**config.mk**
```make
export PLATFORM = sky130hd
export DESIGN_NAME = serial_mag_comparator
export DESIGN_NICKNAME = d
export VERILOG_FILES = /design/src/rtl/serial_cmp_pkg.sv /design/src/rtl/comparator_2b.sv /design/src/rtl/serial_mag_comparator.sv
export SDC_FILE = /design/constraint.sdc
export NUM_CORES = 1
export LEC_CHECK = 0
export CAP_MARGIN = 0
export CORE_UTILIZATION = 40
export CTS_CLUSTER_SIZE = 10
export DETAILED_ROUTE_END_ITERATION = 8
export GPL_ROUTABILITY_DRIVEN = 0
export PLACE_DENSITY = 0.67
export SLEW_MARGIN = 10
export SYNTH_ARGS = -nofsm -noshare
export SYNTH_HDL_FRONTEND = slang
export SYNTH_SLANG_ARGS = --single-unit
```
**constraint.sdc**
```tcl
create_clock -name clk -period 1.25 [get_ports clk]
set_input_delay 0.125 -clock clk [delete_from_list [all_inputs] [get_ports clk]]
set_output_delay 0.125 -clock clk [all_outputs]
set_load 0.02 [all_outputs]
```
**src/rtl/serial_cmp_pkg.sv**
```systemverilog
// Shared types and constants for the bit-serial magnitude comparator.
package serial_cmp_pkg;

  // Comparator control states.
  typedef enum logic [1:0] {
    IDLE  = 2'd0,
    SHIFT = 2'd1,
    DONE  = 2'd2
  } cmp_state_e;

  // Result encoding, packed as {gt, eq, lt}.
  localparam int unsigned CMP_RES_W = 3;
  localparam logic [CMP_RES_W-1:0] CMP_GT = 3'b100;
  localparam logic [CMP_RES_W-1:0] CMP_EQ = 3'b010;
  localparam logic [CMP_RES_W-1:0] CMP_LT = 3'b001;

endpackage

```
**src/rtl/comparator_2b.sv**
```systemverilog
// 1-bit equality cell: compares two single bits, combinational result.
module comparator_2b (
  input  logic a_i,
  input  logic b_i,
  output logic eq_c_o
);

  // High when both bits agree.
  assign eq_c_o = ~(a_i ^ b_i);

endmodule

```
**src/rtl/serial_mag_comparator.sv**
```systemverilog
// Bit-serial MSB-first unsigned magnitude comparator with start/busy/done.
// Build option: define SERIAL_CMP_EARLY_EXIT_EN to finish on the cycle after
// the first mismatching bit instead of always walking all W bits.
module serial_mag_comparator
  import serial_cmp_pkg::*;
#(
  parameter int unsigned W = 8
) (
  input  logic         clk,
  input  logic         reset,
  input  logic         start,
  input  logic [W-1:0] a,
  input  logic [W-1:0] b,
  output logic         busy,
  output logic         done,
  output logic         eq,
  output logic         gt,
  output logic         lt
);

  localparam int unsigned CNT_W = $clog2(W) + 1;

  cmp_state_e           state_q, state_d;
  logic [W-1:0]         sa_q, sa_d;
  logic [W-1:0]         sb_q, sb_d;
  logic [CNT_W-1:0]     cnt_q, cnt_d;
  logic                 decided_q, decided_d;
  logic                 gt_r_q, gt_r_d;
  logic                 lt_r_q, lt_r_d;
  logic [CMP_RES_W-1:0] res_q, res_d;
  logic                 busy_q, busy_d;
  logic                 done_q, done_d;
  logic                 msb_eq_c;
  logic                 first_miss_c;
  logic                 last_bit_c;

  comparator_2b u_msb_cmp (
    .a_i    (sa_q[W-1]),
    .b_i    (sb_q[W-1]),
    .eq_c_o (msb_eq_c)
  );

  // First differing bit not yet recorded.
  assign first_miss_c = ~msb_eq_c & ~decided_q;

`ifdef SERIAL_CMP_EARLY_EXIT_EN
  assign last_bit_c = (cnt_q == CNT_W'(1)) | first_miss_c;
`else
  assign last_bit_c = (cnt_q == CNT_W'(1));
`endif

  // Next-state, datapath and registered-output decode.
  always_comb begin
    state_d   = state_q;
    sa_d      = sa_q;
    sb_d      = sb_q;
    cnt_d     = cnt_q;
    decided_d = decided_q;
    gt_r_d    = gt_r_q;
    lt_r_d    = lt_r_q;
    res_d     = res_q;
    case (state_q)
      IDLE, DONE: begin
        if (start) begin
          sa_d      = a;
          sb_d      = b;
          cnt_d     = CNT_W'(W);
          decided_d = 1'b0;
          gt_r_d    = 1'b0;
          lt_r_d    = 1'b0;
          state_d   = SHIFT;
        end else begin
          state_d = IDLE;
        end
      end
      SHIFT: begin
        if (first_miss_c) begin
          gt_r_d    = sa_q[W-1];
          lt_r_d    = sb_q[W-1];
          decided_d = 1'b1;
        end
        sa_d  = sa_q << 1;
        sb_d  = sb_q << 1;
        cnt_d = cnt_q - CNT_W'(1);
        if (last_bit_c) begin
          state_d = DONE;
          res_d   = !decided_d ? CMP_EQ : (gt_r_d ? CMP_GT : CMP_LT);
        end
      end
      default: state_d = IDLE;
    endcase
    busy_d = (state_d == SHIFT);
    done_d = (state_d == DONE);
  end

  // State and datapath registers with synchronous reset.
  always_ff @(posedge clk) begin
    if (reset) begin
      state_q   <= IDLE;
      sa_q      <= '0;
      sb_q      <= '0;
      cnt_q     <= '0;
      decided_q <= 1'b0;
      gt_r_q    <= 1'b0;
      lt_r_q    <= 1'b0;
      res_q     <= '0;
      busy_q    <= 1'b0;
      done_q    <= 1'b0;
    end else begin
      state_q   <= state_d;
      sa_q      <= sa_d;
      sb_q      <= sb_d;
      cnt_q     <= cnt_d;
      decided_q <= decided_d;
      gt_r_q    <= gt_r_d;
      lt_r_q    <= lt_r_d;
      res_q     <= res_d;
      busy_q    <= busy_d;
      done_q    <= done_d;
    end
  end

  assign busy = busy_q;
  assign done = done_q;
  assign gt   = res_q[2];
  assign eq   = res_q[1];
  assign lt   = res_q[0];

endmodule

```
Word-level counts from Yosys, hierarchy flattened
Cells that the tools add are included.
{"block": "word_totals", "regBits": 29, "out_inout_bits": 5, "wordCells": 42}
{"block": "op_classes", "n_addsub": 1, "eq_ne": 6, "mux": 18, "bitwise": 3, "reduce_logical": 5}
{"op": "8-bit one-hot mux with 2 select lines", "count": 2}
{"op": "8-bit two-way mux", "count": 2}
{"op": "4-bit one-hot mux with 2 select lines", "count": 1}
{"op": "1-bit two-way mux", "count": 6}
{"op": "3-bit two-way mux", "count": 2}
{"op": "2-bit by 1-bit == test with 1-bit output, second input constant", "count": 2}
{"op": "2-bit == test, second input constant", "count": 2}
{"op": "4-bit by 1-bit == test with 1-bit output, second input constant", "count": 1}
{"op": "4-bit two-way mux", "count": 1}
{"op": "1-bit one-hot mux with 2 select lines", "count": 2}
{"op": "2-bit one-hot mux with 2 select lines", "count": 1}
{"op": "2-bit AND reduction", "count": 2}
{"op": "4-bit by 1-bit subtractor with 4-bit output, second input constant", "count": 1}
{"op": "2-bit logical NOT", "count": 1}
{"op": "2-bit two-way mux", "count": 1}
{"op": "2-bit != test, second input constant", "count": 1}
{"op": "2-bit nonzero test", "count": 1}
{"op": "2-bit OR reduction", "count": 1}
{"op": "1-bit AND", "count": 1}
{"op": "1-bit NOT", "count": 1}
{"op": "1-bit bitwise XOR", "count": 1}

Longest topological paths before layout
{"block": "depth", "ltp_word": 6, "ltp_mapped": 5}

By module
Synthesis repeated with hierarchy kept, for this count alone.
{"block": "hier_totals", "hier_cells": 136, "area_unflattened_um2": 1187.4}
{"module": "serial_mag_comparator", "n_inst": 1, "cells_each": 135, "area_per_inst_um2": 1178.6}
{"module": "comparator_2b", "n_inst": 1, "cells_each": 1, "area_per_inst_um2": 8.8}

Worst setup path before layout
Ideal clock, no wire load.
{"block": "synth_path", "path_kind": "flip-flop to flip-flop", "start": "reg cnt_q[1]", "end": "reg res_q[0]", "setup_time_ns": 0.132, "t_arrival_ns": 1.238, "required_time_ns": 1.118, "slack_ns": -0.120, "path_stages_with_launch": 6, "n_path_buf": 0, "synth_period_minus_slack_ns": 1.370, "path_cell_list": "dfxtp_1 inv_1 ha_1 or3b_4 a2111oi_4 nor3_1"}
{"block": "synth_via", "elab_chain_cells": 2}
{"element": "from (decl)", "line": "serial_mag_comparator.sv:26", "rtl": "logic [CNT_W-1:0] cnt_q, cnt_d;"}
{"element": "from (signal assigned)", "line": "serial_mag_comparator.sv:113", "rtl": "cnt_q <= cnt_d;"}
{"element": "4-bit by 1-bit == test with 1-bit output", "line": "serial_mag_comparator.sv:49", "rtl": "assign last_bit_c = (cnt_q == CNT_W'(1));"}
{"element": "2-bit AND reduction (no source line)"}
{"element": "to (signal assigned)", "line": "serial_mag_comparator.sv:117", "rtl": "res_q <= res_d;"}
{"element": "to (decl)", "line": "serial_mag_comparator.sv:30", "rtl": "logic [CMP_RES_W-1:0] res_q, res_d;"}
No other way between the ends.
A chain may end at the register's enable or synchronous reset.

Worst setup path after layout
{"block": "layout_path", "start": "reg cnt_q[1]", "end": "reg busy_q, in the netlist busy"}
{"block": "layout_via", "elab_chain_cells": 4}
{"element": "4-bit by 1-bit == test with 1-bit output", "line": "serial_mag_comparator.sv:49"}
{"element": "2-bit two-way mux", "line": "serial_mag_comparator.sv:85", "rtl": "if (last_bit_c) begin"}
{"element": "2-bit one-hot mux with 2 select lines", "line": "serial_mag_comparator.sv:62", "rtl": "case (state_q)"}
{"element": "2-bit by 1-bit == test with 1-bit output", "line": "serial_mag_comparator.sv:92", "rtl": "busy_d = (state_d == SHIFT);"}
{"element": "to (signal assigned)", "line": "serial_mag_comparator.sv:118", "rtl": "busy_q <= busy_d;"}
{"element": "to (decl)", "line": "serial_mag_comparator.sv:31", "rtl": "logic busy_q, busy_d;"}
No other way between the ends.

==> summary.txt <==
Setup path
  – CP required: approximately 1.5 ns
  – Reg2reg setup slack: -0.1 ns
  – Crit-path max FO: 5
  – Setup crit start kind: flop
  – Arrival @ worst endpoint: about 1.6 ns
  – Critical path class: flop to flop
  – R2R Path End: busy$_SDFF_PP0_
  – Crit end category: flop
  – R2R Path Start: cnt_q[1]$_SDFFE_PP0P_
  – Reg2reg path depth: 5

CTS
  – Root Driver: clkbuf_4
  – Inserted Clock Buffers: 5
  – Clock slew at reported path FFs: approximately 0.090 ns
  – H-tree depth: 2
  – Sink Count: 29
  – Clock Latency Late Sink: 0.33 ns
  – Clock tree buffer depth: 2
  – TritonCTS clock tree: yes

Synth
  – Net count after synthesis: 160
  – Post-Synthesis Cells: between 100 and 150
  – Yosys cell types: 26
  – Sequential area share after synthesis: 46.22%
  – Syn_area_per_cell: roughly 9.0 sq um
  – Mapped Area: roughly 0.0013 sq mm
  – Yosys warns: 0
  – Post-synthesis register bit count: 29

Power and ir drop
  – Sw frac: 28.25%
  – PwrDens: approximately 1200 mW/mm^2
  – Logic pwr share: between 20% and 30%
  – Part of the power in registers: 50.0%
  – P_int: roughly 1500 uW
  – Leakage: 0.0006442 uW
  – Net Switching: between 500 and 600 uW
  – Clk network pwr share: 28.0%
  – Max VDD drop: roughly 710 uV

Final layout
  – Fin nets: around 200
  – Most frequent cells in the layout: dfxtp_1, a21oi_1, nand3_1, clkdlybuf4s50_1
  – Core Util, Final: 61.68%
  – Area grow syn2layout: 41.23%
  – Layout cells sized above 1: between 20% and 30%
  – Most common cell after layout, fill and taps aside: dfxtp_1
  – Inserted Diodes: 0

Placed design
  – Port Buffers: 23
  – DP Wirelength: ~2100 microns
  – Worst setup slack after placement: -0.1548 ns

Route
  – Starting DRC count in detailed routing: 80
  – TritonRoute pass-1 iters: 7
  – Vias per cell: around 5.5
  – Total Wirelength: about 3000 microns
  – Wire per inst: roughly 14 microns
  – Routed vias: approximately 1,200
  – DR DRC count: 1
  – Antenna Violating Nets Remaining: 0

Global routing
  – Largest net degree at the start of global routing: 20
  – Overflow after GRT: 0
  – First-pass GRT wire length: around 5000 microns
  – Vias in the first global route: between 1,000 and 1,500
  – GRT Util Overall: just under 20%
  – Antenna violations before repair: 0

STA
  – Setup violators final: 5
  – RSZ-0062 raised after global routing: true
  – Hold WS: 0.3383 ns
  – Hold Fails Final Rpt: 0
  – FMAX: around 740 MHz
  – Slew @ Worst Pin: roughly 0.36 ns
  – Shortest period the worst path allows: 1.347 ns
  – Rel. slew slack: approximately three quarters
  – Final setup margin: -0.09654 ns
  – Setup Skew: between 0.003 and 0.004 ns
  – Final slew viol count: 0
  – Crit share post-route: 107.7%

Floorplanning
  – Core area: 0.002877 sq mm
  – Starting density of the core: between 40% and 50%
  – Die width: 58.04 microns
  – Die Y: roughly 58 microns
  – Ports: 24
  – Number of core rows: 19
  – Die footprint: ~0.0034 sq mm

Min path
  – Hold_sp: a[0]
  – Worst hold stages: 3
  – Worst Hold Class: input pin to flop
  – Hold Path End: sa_q[0]$_SDFFE_PP0P_

Job
  – Max-cap violations: 0

Status
  – Failing checks: DRC, setup timing
  – Outcome: complete, but fails checks
==> logic make-up (layout without fill, tap and decap cells) <==
logic type | Yosys count | after routing | synth area share (%)
fa+ha+maj | 2 | 2 | 1.992
compound gates | 48 | 48 | 26.89
simple gates | 42 | 42 | 18.13
xor+xnor | 1 | 1 | 0.6973
buf+inv | 17 | 52 | 6.075
flops | 29 | 29 | 46.22
==> how the worst max path moves through the flow <==
| stage | startpoint | cells after the start | slack [ns] | endpoint |
|---|---|---|---|---|
| CTS | cnt_q[1]$_SDFFE_PP0P_ | 5 | -0.09 | res_q[2]$_SDFFE_PP0P_ |
| finish | cnt_q[1]$_SDFFE_PP0P_ | 5 | -0.1 | busy$_SDFF_PP0_ |
| floorplan | cnt_q[1]$_SDFFE_PP0P_ | 5 | -0.03 | res_q[0]$_SDFFE_PP0P_ |
| global placement | start | 5 | -0.08 | cnt_q[3]$_SDFFE_PP0P_ |
| detailed placement | start | 5 | -0.15 | cnt_q[3]$_SDFFE_PP0P_ |
| global route | cnt_q[1]$_SDFFE_PP0P_ | 5 | -0.16 | state_q[0]$_SDFF_PP0_ |
==> per-stage QoR <==
step | total power (uW) | cells | instance area (sq um) | setup TNS [ns]
floorplan | 1287 | 139 | 1271 | -0.04791
detailed placement | 1491 | 209 | 1665 | -1.065
finish | 2083 | 216 | 1774 | -0.3852
global placement | 1471 | 209 | 1665 | -0.6793
global route | 2181 | 216 | 1774 | -0.7711
CTS | 2070 | 216 | 1732 | -0.4019
==> routing by layer <==
layer,vias to the layer above,track usage [%],share of wire (%),routed length (microns)
li1,577,-,-,-
met1,573,23.19,44,1303
met2,32,33.00,49,1451
met3,5,6.027,5.4,161
met4,0,7.143,1.7,51
met5,-,0,0,0
==> cell usage after synthesis <==
cell,n,area [sq um]
or3_1,1,6.260
ha_1,2,25.02
nand2_1,3,11.26
or3b_4,1,11.26
inv_1,4,15.01
nand4b_1,1,8.760
a311oi_1,1,8.760
nor2b_1,2,12.51
xnor2_1,1,8.760
buf_2,7,35.03
o21ai_0,2,10.01
nor3_1,5,25.02
clkbuf_1,5,18.77
a22o_1,1,8.760
nand2b_1,4,25.02
nor3b_1,3,22.52
o211ai_1,1,7.510
o21a_1,1,7.510
a2111oi_4,2,55.05
a211oi_1,2,15.01
a22oi_1,14,105.1
nand3_1,18,90.09
nor2_1,4,15.01
buf_4,1,7.510
dfxtp_1,29,580.6
a21oi_1,24,120.1
==> power by group through the flow <==
stage               registers [uW]  clock network (uW)  logic, uW
floorplan                     1060                   0        231
global placement              1050                   0        418
detailed placement            1060                   0        432
CTS                           1040                 596        437
global route                  1050                 628        503
finish                        1040                 583        459
==> flip-flops by register name (all words and copies together), names as in the netlist <==
name,cells
done,1
gt_r_q,1
busy,1
res_q,3
decided_q,1
state_q,2
sa_q,8
sb_q,8
cnt_q,4
==> worst max-delay path, cell delays in order (launching register included) <==
cell and delay (ns):
dfxtp_2 0.33, inv_2 0.07, ha_4 0.12, or3b_4 0.43
a21oi_1 0.23, nor2_1 0.06
==> timing repair <==
| action | 4_1_cts | 5_1_grt |
|---|---|---|
| pin swaps | 2 | 3 |
| endpoints found under the setup margin | 14 | 16 |
| gates resized for setup | 10 | 12 |
| buffers inserted | 0 | 1 |
| hold buffers | 0 | 0 |
==> final cells by class <==
class	instances	area [sq um]
multi-input combinational	93	665.6
fill	254	1102
tap	42	52.55
inverter	4	15.01
clock buffer	7	55.05
timing repair buffer	41	400.4
sequential	29	585.6
Note: power is estimated with default switching activity, not from simulation.
